===== config.mk =====
export PLATFORM = sky130hd
export DESIGN_NAME = step_ctrl
export DESIGN_NICKNAME = d
export VERILOG_FILES = /design/src/rtl/step_ctrl_pkg.sv /design/src/rtl/step_ctrl_btn_debounce.sv /design/src/rtl/step_ctrl.sv
export SDC_FILE = /design/constraint.sdc
export NUM_CORES = 1
export LEC_CHECK = 0
export BUFFER_PORTS_ARGS = -buffer_cell sky130_fd_sc_hd__buf_2
export CORE_MARGIN = 1
export CORE_UTILIZATION = 31
export CTS_BUF_LIST = sky130_fd_sc_hd__clkbuf_4 sky130_fd_sc_hd__clkbuf_8 sky130_fd_sc_hd__clkbuf_16
export CTS_CLUSTER_SIZE = 24
export DETAILED_ROUTE_END_ITERATION = 6
export GPL_TIMING_DRIVEN = 0
export PLACE_DENSITY_LB_ADDON = 0.2
export SLEW_MARGIN = 20
export SYNTH_ARGS = -nofsm -noshare
export SYNTH_HDL_FRONTEND = slang
export SYNTH_SLANG_ARGS = --single-unit
export TNS_END_PERCENT = 100

===== constraint.sdc =====
create_clock -name clk -period 2.34 [get_ports clk]
set_input_delay 0.702 -clock clk [delete_from_list [all_inputs] [get_ports clk]]
set_output_delay 0.702 -clock clk [all_outputs]
set_load 0.01 [all_outputs]

===== src/rtl/step_ctrl_pkg.sv =====
// step_ctrl_pkg: shared types and helpers for the run/single-step controller.
//   state_e   - mode FSM encoding (RUN / STEP_IDLE / STEP_FIRE, 2'd3 unused)
//   cnt_width - bits needed to hold values 0..n-1 (minimum 1)
package step_ctrl_pkg;

  typedef enum logic [1:0] {
    ST_RUN       = 2'd0,
    ST_STEP_IDLE = 2'd1,
    ST_STEP_FIRE = 2'd2
  } state_e;

  function automatic int cnt_width(input int n);
    return (n <= 2) ? 1 : $clog2(n);
  endfunction

endpackage


===== src/rtl/step_ctrl_btn_debounce.sv =====
// btn_debounce: synchronise, debounce and rising-edge detect one raw button.
//   clk   in  system clock
//   rst   in  synchronous active-high reset
//   btn   in  raw asynchronous button level
//   pulse out one-cycle pulse when the debounced level rises
// A level change is accepted after the synchronised input has disagreed with
// the current level for DEBOUNCE_CYCLES+1 consecutive samples; any sample that
// agrees restarts the count, so short glitches never reach the level.
module btn_debounce
  import step_ctrl_pkg::*;
#(
  parameter int DEBOUNCE_CYCLES = 16
) (
  input  logic clk,
  input  logic rst,
  input  logic btn,
  output logic pulse
);

  localparam int CW = cnt_width(DEBOUNCE_CYCLES + 1);

  logic          sync0, sync1;
  logic          level, level_q;
  logic [CW-1:0] cnt;

  always_ff @(posedge clk) begin
    if (rst) begin
      sync0   <= 1'b0;
      sync1   <= 1'b0;
      level   <= 1'b0;
      level_q <= 1'b0;
      cnt     <= '0;
    end else begin
      sync0   <= btn;
      sync1   <= sync0;
      level_q <= level;
      if (sync1 == level) begin
        cnt <= '0;
      end else if (cnt == CW'(DEBOUNCE_CYCLES)) begin
        level <= sync1;
        cnt   <= '0;
      end else begin
        cnt <= cnt + 1'b1;
      end
    end
  end

  // Falling level never pulses, so release is silent.
  assign pulse = level & ~level_q;

endmodule


===== src/rtl/step_ctrl.sv =====
// step_ctrl: run/single-step controller upstream of the mips core.
//   clk        in  system clock
//   rst        in  synchronous active-high reset
//   btn_change in  raw button, toggles RUN <-> STEP mode
//   btn_step   in  raw button, fires one core cycle in STEP mode
//   cpu_en     out core advances on clk edges where high
//   mode_step  out 1 while in STEP mode (idle or firing)
//   retired    out count of cpu_en cycles, wraps modulo 2^CNT_W
module step_ctrl
  import step_ctrl_pkg::*;
#(
  parameter int DEBOUNCE_CYCLES = 16,
  parameter int RUN_DIV         = 1,
  parameter int CNT_W           = 8
) (
  input  logic             clk,
  input  logic             rst,
  input  logic             btn_change,
  input  logic             btn_step,
  output logic             cpu_en,
  output logic             mode_step,
  output logic [CNT_W-1:0] retired
);

  localparam int DW = cnt_width(RUN_DIV);

  logic          chg_p, stp_p;
  state_e        state, state_nxt;
  logic [DW-1:0] div;
  logic          div_hit;
  logic          en_dec;

  btn_debounce #(.DEBOUNCE_CYCLES(DEBOUNCE_CYCLES)) u_chg (
    .clk   (clk),
    .rst   (rst),
    .btn   (btn_change),
    .pulse (chg_p)
  );

  btn_debounce #(.DEBOUNCE_CYCLES(DEBOUNCE_CYCLES)) u_stp (
    .clk   (clk),
    .rst   (rst),
    .btn   (btn_step),
    .pulse (stp_p)
  );

  assign div_hit = (div == DW'(RUN_DIV - 1));

  // State register
  always_ff @(posedge clk) begin
    if (rst) state <= ST_RUN;
    else     state <= state_nxt;
  end

  // Next state: mode change always beats a step request.
  always_comb begin
    state_nxt = ST_RUN;
    case (state)
      ST_RUN:       state_nxt = chg_p ? ST_STEP_IDLE : ST_RUN;
      ST_STEP_IDLE: state_nxt = chg_p ? ST_RUN : (stp_p ? ST_STEP_FIRE : ST_STEP_IDLE);
      ST_STEP_FIRE: state_nxt = chg_p ? ST_RUN : ST_STEP_IDLE;
      default:      state_nxt = ST_RUN;
    endcase
  end

  // Outputs decoded from registered state only.
  always_comb begin
    en_dec    = 1'b0;
    mode_step = 1'b1;
    case (state)
      ST_RUN: begin
        en_dec    = div_hit;
        mode_step = 1'b0;
      end
      ST_STEP_FIRE: en_dec = 1'b1;
      default:      en_dec = 1'b0;
    endcase
  end

  // Held low during reset so the core cannot advance while it is being cleared.
  assign cpu_en = en_dec & ~rst;

  // Divider only runs in RUN; it restarts from 0 on every RUN entry, so the
  // first enable after entry comes RUN_DIV cycles in.
  always_ff @(posedge clk) begin
    if (rst || state != ST_RUN || chg_p) div <= '0;
    else if (div_hit)                    div <= '0;
    else                                 div <= div + 1'b1;
  end

  always_ff @(posedge clk) begin
    if (rst)         retired <= '0;
    else if (cpu_en) retired <= retired + 1'b1;
  end

endmodule

==> impl_metrics.csv <==
group,metric,value,unit
outcome,outcome,"finished, final reports clean",
sta,rsz0062_at_grt,"no",
logic_synthesis,synth_most_common_cell,"sky130_fd_sc_hd__dfxtp_1",
drt,firstDrtPassIters,3,
cells_and_area,final.fill_count,400,
logic_synthesis,synth_enable_flop_cells,0,
cells_and_area,area_of_the_multi_input_gates,583.1,um2
drt,drc_errors,0,
drt,route.detailed.wl_per_inst,10.39,um
floorplan,core,3716,um2
logic_synthesis,synth_top_cell_area_share,0.4749,
logic_synthesis,synth.top_cells.by_area,"sky130_fd_sc_hd__dfxtp_1 47%, sky130_fd_sc_hd__nor2b_1 5.6%, sky130_fd_sc_hd__nor2_1 5.2%, sky130_fd_sc_hd__ha_1 5.1%, sky130_fd_sc_hd__mux2_2 3.7%",
floorplan,die_area,4198,um2
clocking,cts_hold_repair.buffers,0,
cells_and_area,area.growth.synth_to_final,19.75,%
logic_synthesis,syn_avg_cell_area,9.625,um2
sta,maximum_clock_frequency,463.2,MHz
logic_synthesis,ys_ff_latch,29,
floorplan,placement_rows,22,
drt,dr_total_vias,884,
cells_and_area,final_net_count,155,
place,hpwl,1529,um
floorplan,design.portCount,14,
clocking,max-clock-path-buffers,2,
logic_synthesis,yosys_warnings,0,
logic_synthesis,synth_sequential_area_ratio,0.4749,
cells_and_area,final_cell_count_no_fill,195,
logic_synthesis,mappedNetlistNets,136,
flow_run,cap_viol_max_count,0,
logic_synthesis,synth_compound_gate_area_share,0.05527,
place,place.gp.congestion,0.7176,
clocking,clk_root_buffer_cell,"sky130_fd_sc_hd__clkbuf_8",
sta,timing.final.setup_violations,0,
sta,clock_skew,0.004709,ns
power_and_ir_drop,power_density,734.0,nW/um2
worst_setup_path,critical_path.startpoint_type,"input pin",
worst_setup_path,cp_data_arrival_time,1.46,ns
floorplan,die_width,64.80,um
drt,drt_iter0_markers,10,
place,placedCellCount,188,
power_and_ir_drop,leakage_power_of_the_design,0.5906,nW
cells_and_area,register_area,580.6,um2
logic_synthesis,synth-xor-area-share,0.05732,
clocking,clock_insertion_delay_worst_skew,0.27,ns
sta,hold_viol_final,0,
clocking,numCtsBuffers,5,
clocking,worst_setup_hold_path_clk_slew,0.06,ns
cells_and_area,utilization_of_the_core_after_routing,0.3939,
drt,avgViaCountPerCell,4.533,
logic_synthesis,synth.largest_area_cell,"sky130_fd_sc_hd__dfxtp_1",
logic_synthesis,synth_common_cells,"29 x sky130_fd_sc_hd__dfxtp_1, 17 x sky130_fd_sc_hd__nor2_1, 11 x sky130_fd_sc_hd__nor2b_1, 9 x sky130_fd_sc_hd__inv_1",
grt,grt_start_max_net_pins,17,
logic_synthesis,synth_cells,127,
logic_synthesis,asyncSetResetFlopFracSynth,0,
worst_setup_path,required,1.64,ns
grt,grt_first_pass_wirelength,3684,um
floorplan,chipHeight,64.80,um
grt,grt-ovfl-total,0,
clocking,clkSinkCount,29,
worst_setup_path,timing.setup.critical_path_class,"input pin to output port",
min_path,hold_class,"flip-flop to flip-flop",
worst_setup_path,critical_path.max_fanout,16,
logic_synthesis,synth_top_flop_cell,"sky130_fd_sc_hd__dfxtp_1",
logic_synthesis,synthDistinctLibCells,33,
place,portBuffers,13,
grt,grt_util_all_layers,0.1168,
grt,via_count_of_the_first_global_routing_pass,892,
sta,finalCritPeriodShare,0.9227,
logic_synthesis,synth.mux.area_fraction,0.05322,
cells_and_area,fraction_of_final_layout_cells_sized_beyond_drive_strength_1,0.2313,
clocking,post_cts.repair.setup_buffers,0,
floorplan,initial_core_util,0.3290,
sta,timing.final.max_slew_violations,0,
logic_synthesis,mappedNetlistArea,1222,um2
logic_synthesis,combinational_family_with_the_most_area_after_synthesis,"simple AND/OR/NAND/NOR gates",
logic_synthesis,post_synthesis_adder_cell_area_fraction,0.05118,
power_and_ir_drop,power.ir.vdd_worst,0.0003369,V
clocking,htree_levels,2,
logic_synthesis,synth_simple_gate_area_share,0.2569,
grt,grt_antenna_before_repair,0,
clocking,tritoncts_clock_tree,"built",
worst_setup_path,worst_setup_path_end_kind,"output port",
cells_and_area,antenna_cells_inserted,0,
sta,post-route-min-period,2.159,ns
drt,drt.antenna.violating_nets,0,
drt,totalWireLength,2026,um
cells by family after synthesis:
kind of cell               Yosys count
buffers and inverters               13
and+or+nand+nor                     54
adders and majority gates            5
other                                1
muxes                                6
DFF                                 29
xor gates and xnor gates             8
AOI/OAI and AO/OA                   11
where the power goes:
group	internal, mW	switching (mW)	leakage [nW]
clock	0.358	0.173	0.0619
combinational	0.0160	0.0199	0.293
sequential	0.502	0.00552	0.235
total	0.876	0.198	0.591
flip-flops by register name, summed over array words and instances (netlist names):
name           flops
u_stp.sync0        1
u_stp.level_q      1
u_stp.cnt          5
retired            8
u_chg.sync1        1
u_chg.level_q      1
u_stp.level        1
state              2
u_chg.level        1
u_stp.sync1        1
u_chg.cnt          5
div                1
u_chg.sync0        1
timing repair:
| action | CTS | global route |
|---|---|---|
| setup endpoints to repair | 1 | 0 |
| resized for setup | 0 | 0 |
| hold endpoints to repair | 0 | 0 |
routing by layer:
metal / part of all wire / vias to the layer above / GRT usage
met2: 0.45 / 9 / 0.1862
met3: 0.028 / 5 / 0.03697
li1: - / 465 / -
met5: 0 / - / 0
met1: 0.51 / 405 / 0.1346
met4: 0.014 / 0 / 0.07222
through the flow:
step	power, mW	hold WS (ns)	cell area, um2	setup slack (ns)	TNS [ns]
after global placement	0.5540	0.4197	1348	-0.1071	-0.1071
final	1.074	0.4490	1464	0.1809	0
after global routing	1.134	0.4648	1464	0.1061	0
after CTS	1.094	0.4505	1464	0.1618	0
after detailed placement	0.5558	0.4430	1348	-0.1251	-0.1251
after floorplan	0.5417	0.4138	1222	0.2800	0
cells in the final DEF (no fill, tap or decap), types with 4 or more instances in the layout:
cell	Yosys	layout
sky130_fd_sc_hd__clkbuf_8	0	6
sky130_fd_sc_hd__xor2_1	4	4
sky130_fd_sc_hd__nand3_1	5	5
sky130_fd_sc_hd__inv_1	9	9
sky130_fd_sc_hd__xnor2_1	4	4
sky130_fd_sc_hd__a21oi_1	5	5
sky130_fd_sc_hd__buf_2	2	15
sky130_fd_sc_hd__nor2_1	17	17
sky130_fd_sc_hd__nor4_1	4	4
sky130_fd_sc_hd__ha_1	5	5
sky130_fd_sc_hd__nor2b_1	11	11
sky130_fd_sc_hd__mux2_2	4	4
sky130_fd_sc_hd__dfxtp_1	29	29
final cells by class:
cell class / count / area share
flip-flops and latches: 29 / 0.3966
well taps: 48 / 0.04103
repair buffers: 13 / 0.04444
plain buffers: 3 / 0.01453
multi-input cells: 85 / 0.3983
clock buffers: 7 / 0.06154
inverters: 9 / 0.02308
clock inverters: 1 / 0.02051
critical path, cell delays in order:
cell and delay (ns):
sky130_fd_sc_hd__buf_2 0.25, sky130_fd_sc_hd__buf_2 0.29, sky130_fd_sc_hd__nor3_1 0.07, sky130_fd_sc_hd__buf_2 0.14
final timing paths:
kind | startpoint | to | slack (ns) | depth (start not counted)
max | rst | cpu_en | 0.18 | 4
min | u_chg.sync0 | u_chg.sync1 | 0.45 | 1
max reg2reg | retired[0] | retired[4] | 0.86 | 4
min reg2reg | u_chg.sync0 | u_chg.sync1 | 0.45 | 1
(Power assumes the default switching activity.)
